### src/rtl/dmem_pkg.sv
// Shared types and widths for the data-memory responder.
package dmem_pkg;

  localparam int unsigned LAT_W  = 4;
  localparam int unsigned WORD_W = 32;

  typedef enum logic [1:0] {IDLE, WAIT, RESP} dmem_state_t;

endpackage

### src/rtl/dmem_array.sv
// Word RAM with synchronous write and asynchronous read; contents are not reset.
module dmem_array
  import dmem_pkg::*;
#(
  parameter int unsigned DEPTH_WORDS = 64,
  localparam int unsigned IdxW = $clog2(DEPTH_WORDS)
) (
  input  logic              clk,
  input  logic              we,
  input  logic [IdxW-1:0]   widx,
  input  logic [WORD_W-1:0] wdata,
  input  logic [IdxW-1:0]   ridx,
  output logic [WORD_W-1:0] rdata
);

  logic [WORD_W-1:0] mem [DEPTH_WORDS];

  always_ff @(posedge clk) begin
    if (we) begin
      mem[widx] <= wdata;
    end
  end

  assign rdata = mem[ridx];

endmodule

### src/rtl/dmem_responder.sv
// Data-memory responder: accepts one load/store, waits LATENCY cycles, then pulses ready.
module dmem_responder
  import dmem_pkg::*;
#(
  parameter int unsigned DEPTH_WORDS = 64,
  parameter int unsigned LATENCY     = 2
) (
  input  logic              clk,
  input  logic              reset,
  input  logic              req,
  input  logic              we,
  input  logic [WORD_W-1:0] addr,
  input  logic [WORD_W-1:0] wdata,
  output logic              ready,
  output logic [WORD_W-1:0] rdata,
  output logic              err,
  output logic [15:0]       wr_count
);

  localparam int unsigned IdxW = $clog2(DEPTH_WORDS);
  localparam logic [LAT_W-1:0] LatInit = LAT_W'(LATENCY);

  dmem_state_t       state_q, state_d;
  logic [LAT_W-1:0]  cnt_q, cnt_d;
  logic              we_q;
  logic [WORD_W-1:0] addr_q, wdata_q;
  logic              ready_q, ready_d, err_q, err_d;
  logic [WORD_W-1:0] rdata_q, rdata_d;
  logic [15:0]       wr_count_q, wr_count_d;

  logic              capture, commit, cur_we, cur_bad;
  logic [WORD_W-1:0] cur_addr, arr_rdata;

  assign capture = (state_q == IDLE) && req;
  assign commit  = (state_q == RESP) && we_q && !err_q;

  // With zero latency RESP is entered straight from IDLE, so the live inputs
  // stand in for the latched copies that are being written at that same edge.
  assign cur_we   = (state_q == IDLE) ? we : we_q;
  assign cur_addr = (state_q == IDLE) ? addr : addr_q;
  assign cur_bad  = (cur_addr[1:0] != 2'b00) || (cur_addr[WORD_W-1:IdxW+2] != '0);

  dmem_array #(
    .DEPTH_WORDS(DEPTH_WORDS)
  ) u_array (
    .clk  (clk),
    .we   (commit),
    .widx (addr_q[IdxW+1:2]),
    .wdata(wdata_q),
    .ridx (cur_addr[IdxW+1:2]),
    .rdata(arr_rdata)
  );

  always_ff @(posedge clk or negedge reset) begin
    if (!reset) begin
      state_q <= IDLE;
    end else begin
      state_q <= state_d;
    end
  end

  always_comb begin
    state_d = state_q;
    cnt_d   = cnt_q;
    unique case (state_q)
      IDLE: begin
        if (req) begin
          cnt_d   = LatInit;
          state_d = (LATENCY == 0) ? RESP : WAIT;
        end
      end
      WAIT: begin
        cnt_d = cnt_q - LAT_W'(1);
        if (cnt_q == LAT_W'(1)) begin
          state_d = RESP;
        end
      end
      RESP:    state_d = IDLE;
      default: state_d = IDLE;
    endcase
  end

  always_comb begin
    ready_d    = (state_d == RESP);
    err_d      = ready_d && cur_bad;
    rdata_d    = (ready_d && !cur_we && !cur_bad) ? arr_rdata : '0;
    wr_count_d = (commit && (wr_count_q != 16'hFFFF)) ? wr_count_q + 16'd1 : wr_count_q;
  end

  always_ff @(posedge clk or negedge reset) begin
    if (!reset) begin
      cnt_q      <= '0;
      we_q       <= 1'b0;
      addr_q     <= '0;
      wdata_q    <= '0;
      ready_q    <= 1'b0;
      err_q      <= 1'b0;
      rdata_q    <= '0;
      wr_count_q <= '0;
    end else begin
      cnt_q      <= cnt_d;
      ready_q    <= ready_d;
      err_q      <= err_d;
      rdata_q    <= rdata_d;
      wr_count_q <= wr_count_d;
      if (capture) begin
        we_q    <= we;
        addr_q  <= addr;
        wdata_q <= wdata;
      end
    end
  end

  assign ready    = ready_q;
  assign err      = err_q;
  assign rdata    = rdata_q;
  assign wr_count = wr_count_q;

endmodule

### config.mk
export PLATFORM = sky130hd
export DESIGN_NAME = dmem_responder
export DESIGN_NICKNAME = d
export VERILOG_FILES = /design/src/rtl/dmem_pkg.sv /design/src/rtl/dmem_array.sv /design/src/rtl/dmem_responder.sv
export SDC_FILE = /design/constraint.sdc
export NUM_CORES = 2
export LEC_CHECK = 0
export CORE_UTILIZATION = 54
export DETAILED_ROUTE_END_ITERATION = 8
export PLACE_DENSITY = 0.7
export REMOVE_ABC_BUFFERS = 1
export SYNTH_ARGS = -nofsm -noshare
export SYNTH_HDL_FRONTEND = slang
export SYNTH_SLANG_ARGS = --single-unit
### constraint.sdc
create_clock -name clk -period 3.5 [get_ports clk]
set_input_delay 0.525 -clock clk [delete_from_list [all_inputs] [get_ports clk]]
set_output_delay 0.525 -clock clk [all_outputs]
set_load 0.02 [all_outputs]
==> qor.csv <==
stage;metric;value;unit
clock_tree;Clk pin slew, worst setup/hold paths;0.06;ns
sta;headroom to the max-slew limit;12.3;%
global_routing;initial antenna violation count;4;
die;I/O pins;118;
synthesis;Synth Flop Type;edfxtp_1;
finish;ratio of cells with drive above 1 in the final layout;15.2;%
synthesis;post-synthesis cell type count;73;
routing;Vias/cell;6.32;
setup_path;Worst setup SP type;flip-flop;
placement;DP HPWL;136;mm
sta;Final Hold Fails;0;
routing;Via Count;52100;
setup_path;Worst Setup End Kind;flip-flop;
finish;fin util;63.4;%
routing;final wirelength;229;mm
die;Die ar.;157000;um2
power;sw power;31.2;mW
synthesis;synthesized flop and latch total;2169;
clock_tree;CTS tree;done;
run_status;violated checks;DRC, setup timing;
sta;Final Skew;0.0338;ns
setup_path;critical path data required time;4.30;ns
die;Placement Rows;144;
finish;area occupied by multi-input gates;18300;um2
sta;final number of setup-violating endpoints;1;
setup_path;r2r setup slk;-0.05;ns
global_routing;vias in the first global route;50800;
power;Comb pwr share;33.6;%
routing;DRT Pass-1 Iters;9;
finish;non-filler cells, final;8245;
sta;pin slew with the least headroom to its limit;1.32;ns
sta;setup TNS;-0.0454;ns
clock_tree;setup bufs post-CTS;0;
die;die width;396;um
sta;Max Slew Vio Count;0;
die;core footprint;154000;um2
finish;Register Area;64600;um2
global_routing;first-pass GRT wire length;335;mm
placement;Port Buf Inserts;117;
synthesis;Post-synth EDFFs;2048;
sta;fmax;0.282;GHz
run_status;outcome;complete, but fails checks;
sta;post-route clock period utilization;101;%
clock_tree;Clock Sinks;2169;
synthesis;syn_area_per_cell;15.0;um2
finish;synth-to-layout area growth;16.4;%
finish;nets;6086;
job;Max Cap Viol;0;
power;Leak Pwr;33.3;nW
die;Die Y;396;um
routing;DRT iter0 DRCs;6884;
clock_tree;htree depth;4;
finish;Filler cells;10800;
clock_tree;worst skew pair latency;0.86;ns
power;cell internal pwr;54.9;mW
routing;DRC;4;
synthesis;Synth async-reset ratio;5.58;%
synthesis;Gate Count Post-Synth;5615;
sta;setup ws final;-0.0454;ns
sta;Min Hold Slack;0.190;ns
setup_path;critical path data arrival time;4.34;ns
global_routing;Congestion Overflow GR;0;
routing;routed len/inst;27.8;um
clock_tree;Max Buffers Root-to-Sink;3;
setup_path;Setup Crit Path Kind;flip-flop to flip-flop;
power;Sw Share;36.2;%
placement;cell count after placement;7850;
synthesis;Synth warnings;0;
power;Worst VDD drop;0.000781;V
placement;Setup WS pre-CTS;-0.511;ns
hold_path;Worst Hold Class;input port to flip-flop;
routing;Final ANT Viol Nets;0;
power;Power Density;881;nW/um2
clock_tree;CTS Buf Count;206;
placement;GPL Wtd Cong;0.874;
synthesis;Mapped Area;84000;um2
setup_path;crit path max fanout;28;
clock_tree;root buffer cell;clkbuf_16;
setup_path;CP startpoint;state_q[1]$_DFF_PN0_;
global_routing;pin count of the biggest net entering global routing;130;
synthesis;register area share after synthesis;76.8;%
sta;RSZ-0062 raised after global routing;no;
power;Reg power frac;40.9;%
setup_path;Worst R2R Start;state_q[1]$_DFF_PN0_;
power;clock network power share;25.5;%
die;Initial Util;54.5;%
global_routing;GR Util All Layers;29.1;%
hold_path;startpoint of the worst hold path;wdata[31];
sta;fin crit period;3.55;ns
metal layers:
metal	vias to the layer above	track usage [%]	part of all wire (%)
met4	4	14.3	5.0
li1	22300	-	-
met2	3079	45.3	47
met5	-	0	0.013
met3	508	5.24	10
met1	26200	39.9	38
timing repair:
action	in CTS	in global routing
hold buffers	1	0
hold endpoints to repair	61	0
resized for setup	5	4
gates cloned	0	0
setup endpoints to repair	4	4
stage by stage:
stage / area (um2) / total power [mW]
2_1_floorplan: 82200 / 47.2
3_3_place_gp: 91000 / 63.6
3_5_place_dp: 91000 / 64.2
4_1_cts: 97700 / 85.9
5_1_grt: 97700 / 89.0
6_report: 97700 / 86.1
power groups by stage:
stage / sequential [mW] / clock (mW) / combinational, mW
after CTS: 35.1 / 22.1 / 28.7
after global placement: 35.6 / 0 / 28.0
final: 35.2 / 21.9 / 28.9
after floorplan: 34.6 / 0 / 12.6
after detailed placement: 35.7 / 0 / 28.5
after global routing: 35.4 / 23.1 / 30.6
critical path, cell delays in order (launching register included):
cell and delay, ns:
dfrtp_1 0.43, or2_1 0.47, buf_4 0.27, mux2i_4 0.50, buf_4 0.25, nor2_4 0.12
buf_12 0.23, nand3_1 0.08, o211ai_1 0.10, a2111oi_1 0.82, a311o_1 0.20
flip-flops by register name, indices dropped and copies added (netlist names):
register / cells
err: 1
u_array.mem: 2048
cnt_q: 4
state_q: 2
wr_count: 16
we_q: 1
rdata: 32
wdata_q: 32
ready: 1
addr_q: 32
final timing paths:
| path | cells past startpoint | to |
|---|---|---|
| max | 10 | rdata[21]$_DFF_PN0_ |
| min | 3 | wdata_q[31]$_DFFE_PN0P_ |
| max reg2reg | 10 | rdata[21]$_DFF_PN0_ |
| min reg2reg | 2 | addr_q[17]$_DFFE_PN0P_ |
| max in group asynchronous | 3 | wdata_q[24]$_DFFE_PN0P_ |
| min in group asynchronous | 2 | rdata[21]$_DFF_PN0_ |
Yosys cell counts (all sizes together) (2+ instances only):
master   number  share of area [%]
edfxtp     2048                 73
nand2      1386                6.2
nand3       341                2.0
a21oi       220                1.3
buf         220                1.5
mux2i       166                2.0
clkbuf      134               0.60
dfrtp       121                3.6
nor2        111               0.52
a32oi        99                1.0
a31oi        98               0.73
a22oi        95               0.85
a32o         79               0.94
o22ai        60               0.45
mux4         54                1.4
o21ai        42               0.26
a21o         39               0.35
o2111ai      33               0.34
o211ai       32               0.29
and3         22               0.16
a211oi       21               0.20
a311oi       20               0.21
mux2         18               0.25
o221ai       18               0.19
a22o         15               0.16
a2111oi      14               0.18
nor3         13              0.077
a311o        12               0.14
nor4         12              0.089
nand4        10              0.074
xnor2         8              0.083
xor2          7              0.073
nor2b         6              0.045
inv           5              0.022
a211o         4              0.042
and2          3              0.022
ha            3              0.045
nand2b        3              0.022
nand3b        3              0.027
o21a          3              0.028
or2           3              0.022
or3           3              0.022
or3b          3              0.034
nor3b         2              0.024
layout make-up:
cell class,count,area share (%)
diodes,2,0.00512
repair buffers,546,5.73
well taps,2044,2.62
flip-flops and latches,2169,66.1
multi-input cells,3087,18.7
inverters,5,0.0192
clock buffers,265,5.64
clock inverters,127,1.21
cells in the final DEF (no fill, tap or decap), drive strengths merged, types with 6 or more instances in the layout:
cell,n
o2111ai,33
a211oi,21
xor2,7
mux2,18
and3,22
a31oi,98
nor2b,6
nand4,10
nand2,1386
a32oi,99
bufinv,14
mux4,54
nand3,341
a32o,79
a311o,12
edfxtp,2048
clkinvlp,7
nor3,13
mux2i,166
buf,429
o211ai,32
clkbuf,265
o22ai,60
o21ai,42
a311oi,20
dfrtp,121
a21oi,220
nor4,12
inv,13
o221ai,18
a22o,15
a2111oi,14
nor2,111
xnor2,8
a22oi,95
clkinv,98
clkdlybuf4s50,116
a21o,39
logic make-up (layout without fill, tap and decap cells):
kind of cell	Yosys count	after routing	share of synthesized area [%]
DFF	2169	2169	76.8
and+or+nand+nor	1925	1925	9.44
AOI/OAI and AO/OA	906	906	7.74
buffers and inverters	359	943	2.13
muxes	238	238	3.67
xor gates and xnor gates	15	15	0.156
adders and majority gates	3	3	0.0447
other	0	2	0
Note: power is estimated with default switching activity, not from simulation.
